File: src/rtl/plic_gateway_ctrl.sv
// plic_gateway_ctrl: per-source gateway and claim/complete sequencer for one PLIC target; PLIC_EDGE_TRIG_EN adds edge_sel_i
`ifndef PLIC_SOURCE_COUNT
`define PLIC_SOURCE_COUNT 8
`endif
`ifndef PLIC_SOURCE_WIDTH
`define PLIC_SOURCE_WIDTH 4
`endif
module plic_gateway_ctrl #(
  parameter int SRC_CNT = `PLIC_SOURCE_COUNT,
  parameter int SRC_W   = `PLIC_SOURCE_WIDTH,
  parameter bit SYNC_EN = 1'b1
) (
  input  logic               clk,
  input  logic               rst_n,
  input  logic [SRC_CNT-1:0] irq_src_i,
`ifdef PLIC_EDGE_TRIG_EN
  input  logic [SRC_CNT-1:0] edge_sel_i,
`endif
  input  logic [SRC_W-1:0]   sel_idx_i,
  input  logic               claim_req_i,
  output logic               claim_ack_o,
  output logic [SRC_W-1:0]   claim_id_o,
  input  logic               complete_req_i,
  input  logic [SRC_W-1:0]   complete_id_i,
  output logic [SRC_CNT-1:0] irq_pending_o,
  output logic [SRC_CNT-1:0] irq_insrv_o
);
  typedef enum logic [1:0] {IDLE = 2'd0, PEND = 2'd1, INSRV = 2'd2} state_e;
  state_e state_q [SRC_CNT];
  state_e state_d [SRC_CNT];
  logic [SRC_CNT-1:0] sync1_q, sync1_d, sync2_q, sync2_d, src_s, trig, rearm, clm_hit, cmp_hit;
  logic claim_ack_q, claim_ack_d;
  logic [SRC_W-1:0] claim_id_q, claim_id_d;
`ifdef PLIC_EDGE_TRIG_EN
  logic [SRC_CNT-1:0] edge_q, edge_d, defer_q, defer_d, rise;
`endif
  // synchronise sources and turn them into per-source pend triggers
  always_comb begin
    sync1_d = irq_src_i;
    sync2_d = sync1_q;
    src_s = SYNC_EN ? sync2_q : irq_src_i;
`ifdef PLIC_EDGE_TRIG_EN
    edge_d = src_s;
    rise = edge_sel_i & src_s & ~edge_q;
    trig = (edge_sel_i & rise) | (~edge_sel_i & src_s);
    rearm = defer_q | rise;
`else
    trig = src_s;
    rearm = '0;
`endif
  end
  // per-source state transitions, claim acceptance and status decode
  always_comb begin
    for (int i = 0; i < SRC_CNT; i++) begin
      clm_hit[i] = claim_req_i && sel_idx_i == SRC_W'(i + 1) && state_q[i] == PEND;
      cmp_hit[i] = complete_req_i && complete_id_i == SRC_W'(i + 1) && state_q[i] == INSRV;
      state_d[i] = clm_hit[i] ? INSRV :
                   cmp_hit[i] ? (rearm[i] ? PEND : IDLE) :
                   (state_q[i] == IDLE && trig[i]) ? PEND : state_q[i];
      irq_pending_o[i] = state_q[i] == PEND;
      irq_insrv_o[i] = state_q[i] == INSRV;
    end
`ifdef PLIC_EDGE_TRIG_EN
    defer_d = '0;
    for (int i = 0; i < SRC_CNT; i++)
      defer_d[i] = state_q[i] == INSRV && !cmp_hit[i] && (defer_q[i] || rise[i]);
`endif
    claim_ack_d = claim_req_i;
    claim_id_d = |clm_hit ? sel_idx_i : '0;
    claim_ack_o = claim_ack_q;
    claim_id_o = claim_id_q;
  end
  // state register; reset drops any claim or complete in flight
  always_ff @(posedge clk or negedge rst_n) begin
    if (!rst_n) begin
      sync1_q <= '0;
      sync2_q <= '0;
      claim_ack_q <= 1'b0;
      claim_id_q <= '0;
      for (int i = 0; i < SRC_CNT; i++) state_q[i] <= IDLE;
`ifdef PLIC_EDGE_TRIG_EN
      edge_q <= '0;
      defer_q <= '0;
`endif
    end else begin
      sync1_q <= sync1_d;
      sync2_q <= sync2_d;
      claim_ack_q <= claim_ack_d;
      claim_id_q <= claim_id_d;
      for (int i = 0; i < SRC_CNT; i++) state_q[i] <= state_d[i];
`ifdef PLIC_EDGE_TRIG_EN
      edge_q <= edge_d;
      defer_q <= defer_d;
`endif
    end
  end
endmodule

File: config.mk
export PLATFORM = sky130hd
export DESIGN_NAME = plic_gateway_ctrl
export DESIGN_NICKNAME = d
export VERILOG_FILES = /design/src/rtl/plic_gateway_ctrl.sv
export SDC_FILE = /design/constraint.sdc
export NUM_CORES = 1
export LEC_CHECK = 0
export CAP_MARGIN = 10
export CORE_UTILIZATION = 42
export DETAILED_ROUTE_END_ITERATION = 10
export PLACE_DENSITY = 0.8
export SLEW_MARGIN = 20
export SYNTH_ARGS = -nofsm -noshare
export SYNTH_HDL_FRONTEND = slang
export SYNTH_SLANG_ARGS = --single-unit
File: constraint.sdc
create_clock -name clk -period 1.3 [get_ports clk]
set_clock_uncertainty 0.1 [all_clocks]
set_input_delay 0.26 -clock clk [delete_from_list [all_inputs] [get_ports clk]]
set_output_delay 0.26 -clock clk [all_outputs]
set_load 0.05 [all_outputs]
==> impl_metrics.csv, run 1 <==
group,metric,value,unit
outcome,status,"finished with violations",
outcome,violations,"negative setup slack",
routing,wl_per_cell,21.4,um
timing,setup_viol_count_final,29,
place,place.gp.congestion,0.862,
logic_synthesis,synthSimpleGateAreaFrac,22.9,%
power,leakage,1.34,nW
logic_synthesis,synth_top_family_by_area,"simple AND/OR/NAND/NOR gates",
logic_synthesis,synth_compound_area_share,11.9,%
clock_tree,cts_tree,"yes",
global_routing,grt_pass1_vias,1515,
timing,fin_crit_sh,123,%
timing,worst_slack,-0.300,ns
layout,antenna_cells,0,
floorplan,dieHeight,61.8,um
floorplan,die_w,61.8,um
power,swShare,37.1,%
layout,drive_gt1_share,56.8,%
logic_synthesis,synthMuxAreaShare,0,%
logic_synthesis,syn-num-nets,152,
layout,fin_area,2920,um2
layout,fin_cells,266,
routing,drtAntennaViolNets,0,
power,ir_worst_vdd,0.00138,V
clock_tree,clk_path_buf_depth,2,
layout,fin_util,86.2,%
logic_synthesis,synth_cell_types,31,
global_routing,overflow,0,
worst_setup_path,cp-start-kind,"flip-flop",
global_routing,grt_pass1_wl,7520,um
floorplan,io_pins,41,
place,detailedPlace.worstSlack,-0.692,ns
logic_synthesis,synth_seq_cells,37,
layout,area_delta_synth_final,94.7,%
layout,final_cell_mix,"31 x dfrtp_1, 31 x buf_4, 22 x buf_12",
routing,dr.pass1.iters,4,
worst_setup_path,r2r-start,"state_q[13]",
floorplan,coreArea,3390,um2
power,switchingPower,1.55,mW
logic_synthesis,avgSynthCellArea,11.4,um2
worst_setup_path,cp_max_fo,3,
logic_synthesis,ys.warnings.count,0,
global_routing,grt_usage,28.8,%
logic_synthesis,synth_xor_area_share,0,%
timing,hold_viol_final,0,
worst_hold_path,min_from,"claim_req_i",
routing,drtIter0Drc,88,
clock_tree,clkTransAtPathRegs,0.11,ns
timing,tightest_slew,0.355,ns
place,port_buffers,40,
logic_synthesis,yosys.area_share.adder,0,%
timing,min_period,1.60,ns
global_routing,antenna_found_initial,0,
place,placedCellCount,232,
global_routing,grt_max_degree,38,
floorplan,dieArea,3820,um2
worst_setup_path,crit_required,1.45,ns
timing,maxClockFrequency,0.625,GHz
timing,final_max_slew_viol_count,0,
routing,vias,1504,
worst_setup_path,path_class,"reg -> reg",
logic_synthesis,ys_seq_area_share,61.7,%
routing,wirelength,5710,um
timing,rsz0062_at_grt,"true",
routing,vias_per_cell,5.65,
clock_tree,h-tree-depth,2,
clock_tree,cts_inserted_buffers,5,
floorplan,rows,21,
floorplan,initial_core_util,44.3,%
run,maxCapViolations,0,
clock_tree,cts.sinks,37,
worst_setup_path,arrival,1.75,ns
clock_tree,ctsHoldBuffers,0,
power,clkPwrFrac,14.8,%
worst_setup_path,startpoint,"state_q[13]",
logic_synthesis,postSynthCellCount,132,
place,hpwl,2660,um
clock_tree,cts-root-buf,"clkbuf_4",
clock_tree,clk_latency,0.35,ns
routing,drc,0,
power,p_int,2.63,mW
timing,slew-limit-headroom,76.4,%
power,power.density,1430,nW/um2
worst_hold_path,hp-class,"in -> reg",
logic_synthesis,syn-cell-area,1500,um2
power,p_comb_share,50.0,%
layout,nNetsFinal,240,
place,placed_cell_area,2330,um2
worst_setup_path,end_kind,"flip-flop",
power,power.share.sequential,35.2,%
[area by class of cell]
class                      count  area [um2]
multi-input combinational     82         841
tap                           46        57.6
inverter                      10        40.0
clock buffer                   7        55.1
timing repair buffer          84         996
fill                         130         467
sequential                    37         933
[critical path, stage by stage (launching register included)]
cell	delay, ns
dfrtp_1	0.45
buf_4	0.17
nor4bb_2	0.34
o31ai_2	0.16
a31oi_1	0.28
[Yosys cell counts]
library cell	instances	area share [%]
o22a_1	1	0.58
dfrtp_1	37	62
nand2b_1	4	1.7
or2b_1	1	0.50
nand3_1	1	0.33
o31ai_1	5	2.5
nor4bb_1	3	2.0
nor3b_1	1	0.50
nor2_1	10	2.5
nand4_1	3	1.3
nor4_1	2	0.83
and3b_1	1	0.58
or3b_1	1	0.58
nand2_1	5	1.3
o21a_1	1	0.50
or3_1	2	0.83
o41ai_1	3	1.8
and4b_1	2	1.3
nor2b_1	13	5.4
nand2_4	1	0.75
inv_1	10	2.5
a31oi_1	4	1.7
o22ai_1	2	0.83
o21ai_0	2	0.67
a22o_1	1	0.58
nor4b_1	1	0.58
buf_2	3	1.0
a41oi_1	2	1.2
nor3_1	3	1.0
nand3b_1	2	1.0
a21oi_1	5	1.7
[state kept, by name, summed over array words and instances, names as in the netlist]
signal,count
claim_ack_o,1
sync1_q,8
state_q,16
claim_id_o,4
src_s,8
[power groups by stage]
stage | Sequential [mW] | Clock, mW | Combinational, mW
finish | 1.47 | 0.621 | 2.09
global route | 1.48 | 0.669 | 2.16
CTS | 1.43 | 0.619 | 1.77
detailed placement | 1.45 | 0 | 1.43
global placement | 1.44 | 0 | 1.40
floorplan | 1.44 | 0 | 0.683
[routing by layer]
layer / wire length (um) / track usage (%) / vias up
met1: 2090 / 33.0 / 761
met4: 244 / 16.2 / 0
met2: 3080 / 49.5 / 73
met5: 0 / 0 / -
met3: 291 / 7.04 / 26
li1: - / - / 644
[repair_timing]
item,CTS,global route
setup buffers,20,7
gates resized for setup,43,42
gates cloned,0,0
pin swaps,9,11
setup endpoints to repair,29,34
[through the flow]
step                power (mW)  TNS (ns)  hold WS, ns
detailed placement        2.88     -8.30        0.241
global route              4.31     -5.83        0.132
finish                    4.18     -4.81        0.148
floorplan                 2.12    -0.983       -0.136
global placement          2.84     -6.96        0.231
CTS                       3.83     -3.55        0.122
[kinds of logic after synthesis]
family	after synthesis
AOI/OAI and AO/OA	26
buffers and inverters	13
DFF	37
and+or+nand+nor	56
[path summary, 6_finish.rpt]
path / depth (start not counted) / end / slack [ns]
setup / recovery: 4 / claim_id_o[0] / -0.30
hold / removal: 1 / claim_ack_o / 0.15
setup reg to reg: 4 / claim_id_o[0] / -0.30
hold reg to reg: 0 / src_s[4] / 0.26
max in group asynchronous: 2 / state_q[6] / 0.72
min in group asynchronous: 2 / src_s[3] / 0.18
Note: power is estimated with default switching activity, not from simulation.
==> run 2, diff against run 1 <==
--- a/config.mk
+++ b/config.mk
@@ -8,6 +8,7 @@
 export CAP_MARGIN = 10
 export CORE_UTILIZATION = 42
 export DETAILED_ROUTE_END_ITERATION = 10
+export HOLD_SLACK_MARGIN = 0.08
 export PLACE_DENSITY = 0.8
 export SLEW_MARGIN = 20
 export SYNTH_ARGS = -nofsm -noshare
==> results of run 2 <==
Same layout as run 1: the final DEF is identical, and so are final timing and power.
==> run 3, diff against run 2 <==
--- a/config.mk
+++ b/config.mk
@@ -5,11 +5,12 @@
 export SDC_FILE = /design/constraint.sdc
 export NUM_CORES = 1
 export LEC_CHECK = 0
-export CAP_MARGIN = 10
+export CAP_MARGIN = 25
 export CORE_UTILIZATION = 42
 export DETAILED_ROUTE_END_ITERATION = 10
 export HOLD_SLACK_MARGIN = 0.08
 export PLACE_DENSITY = 0.8
+export REMOVE_ABC_BUFFERS = 1
 export SLEW_MARGIN = 20
 export SYNTH_ARGS = -nofsm -noshare
 export SYNTH_HDL_FRONTEND = slang
==> run 3 against run 2 <==
Compared with the run above: the run still ends with negative setup slack left; combinational power grew 4%; cell count grew 3.8%; power grew 2.0%; utilization grew 1.3 points; non-clock buffer count grew 10; routed wire length shrank 0.82%; design area grew 1.5%; largest cell class unchanged.
==> impl_metrics.csv, run 3 (synthesis gave the netlist of run 1 again) <==
group,metric,value,unit
clock_tree,clkTransAtPathRegs,0.11,ns
global_routing,grt_pass1_wl,7470,um
global_routing,overflow,0,
clock_tree,cts-root-buf,"clkbuf_4",
power,clkPwrFrac,14.9,%
timing,slew-limit-headroom,75.7,%
clock_tree,h-tree-depth,2,
worst_setup_path,path_cells,"buf_6 -> nor2b_4 -> buf_12",
layout,drive_gt1_share,56.5,%
place,detailedPlace.worstSlack,-0.684,ns
place,placedCellCount,238,
global_routing,grt_usage,28.7,%
power,power.density,1440,nW/um2
routing,vias_per_cell,5.63,
power,power.share.sequential,34.3,%
place,placed_cell_area,2340,um2
timing,final_max_slew_viol_count,0,
floorplan,dieArea,3820,um2
run,maxCapViolations,0,
timing,maxClockFrequency,0.638,GHz
routing,drtAntennaViolNets,0,
routing,dr.pass1.iters,4,
routing,drc,0,
worst_hold_path,hp-class,"in -> async",
layout,fin_cells,276,
place,hpwl,2750,um
floorplan,rows,21,
floorplan,initial_core_util,44.3,%
clock_tree,clk_path_buf_depth,2,
timing,final.setup.tns,-4.20,ns
routing,drtIter0Drc,137,
floorplan,die_w,61.8,um
timing,rsz0062_at_grt,"true",
routing,vias,1553,
timing,worst_slack,-0.269,ns
clock_tree,clk_latency,0.36,ns
routing,wl_per_cell,20.5,um
layout,layout_commonest_cell,"buf_4",
timing,min_period,1.57,ns
clock_tree,cts_inserted_buffers,5,
floorplan,dieHeight,61.8,um
global_routing,grt_pass1_vias,1472,
timing,setup_viol_count_final,26,
worst_setup_path,end_kind,"output pin",
timing,fin_crit_sh,121,%
timing,hold_viol_final,0,
layout,regMostFlops,"state_q",
layout,nNetsFinal,250,
worst_setup_path,crit_required,0.94,ns
layout,antenna_cells,0,
power,power,4.27,mW
power,ir_worst_vdd,0.00129,V
power,p_comb_share,50.8,%
layout,final_cell_mix,"38 x buf_4, 33 x dfrtp_1, 22 x buf_12",
clock_tree,cts.sinks,37,
layout,fin_area,2970,um2
power,p_int,2.69,mW
clock_tree,cts_tree,"yes",
outcome,status,"finished with violations",
global_routing,grt_max_degree,38,
layout,largest_reg_flops,16,
floorplan,io_pins,41,
routing,wirelength,5660,um
place,place.gp.congestion,0.904,
worst_setup_path,slowest_stage,"dfrtp_1",
worst_setup_path,arrival,1.21,ns
outcome,violations,"negative setup slack",
worst_setup_path,cp_max_fo,3,
power,swShare,36.8,%
power,switchingPower,1.57,mW
worst_setup_path,crit_path_max_incr_delay,0.43,ns
worst_setup_path,path_class,"reg -> out",
place,port_buffers,40,
layout,area_delta_synth_final,97.5,%
power,leakage,1.42,nW
worst_setup_path,cp-start-kind,"flip-flop",
timing,tightest_slew,0.364,ns
floorplan,coreArea,3390,um2
global_routing,antenna_found_initial,0,
[run 3: changes by cell type in the layout (fill, tap and decap cells not counted), sizes merged]
cell,before,now
clkdlybuf4s50,11,9
clkbuf,8,9
buf,65,75
dlymetal6s2s,3,4
[run 3: what timing repair did]
item / 4_1_cts / 5_1_grt
gates resized for setup: 63 / 38
setup endpoints to repair: 33 / 35
hold buffers: 0 / 0
buffers inserted: 20 / 13
pin swaps: 13 / 12
[run 3: layout make-up]
class	instances	area, um2
Timing Repair Buffer	94	1080
Inverter	10	37.5
Fill cell	148	424
Clock buffer	7	55.1
Tap cell	46	57.6
Multi-Input combinational cell	82	805
Sequential cell	37	931
[run 3: critical path, delay by kind of cell, from the launching register on]
| kind | cells | cell delay [ns] |
|---|---|---|
| flops | 1 | 0.43 |
| simple gates | 1 | 0.14 |
| buf+inv | 2 | 0.29 |
[run 3: final timing paths]
path,cells past startpoint,endpoint,slack (ns),start
max reg2reg,4,claim_id_o[0],-0.21,state_q[7]
min,2,sync1_q[1],0.18,rst_n
max in group asynchronous,2,state_q[5],0.72,rst_n
max,3,irq_pending_o[0],-0.27,state_q[15]
min reg2reg,0,src_s[7],0.26,sync1_q[7]
min in group clk,1,claim_ack_o,0.20,claim_req_i
[run 3: stage by stage]
step / hold WS, ns / util, %
finish: 0.176 / 87.5
global route: 0.180 / 87.5
CTS: 0.145 / 80.8
detailed placement: 0.235 / 69.0
floorplan: -0.136 / -
global placement: 0.233 / 69.0
[run 3: routing by layer]
metal	global-route usage, %	share of wire [%]
met1	32.9	36
met2	48.1	52
met3	10.1	7.7
met4	13.3	3.9
met5	0	0
[run 3: power groups by stage]
stage          logic [mW]  registers, mW  clock network (mW)
2_1_floorplan       0.641           1.42                   0
3_3_place_gp         1.40           1.42                   0
3_5_place_dp         1.44           1.43                   0
4_1_cts              1.79           1.44               0.614
5_1_grt              2.25           1.48               0.687
6_report             2.17           1.47               0.634
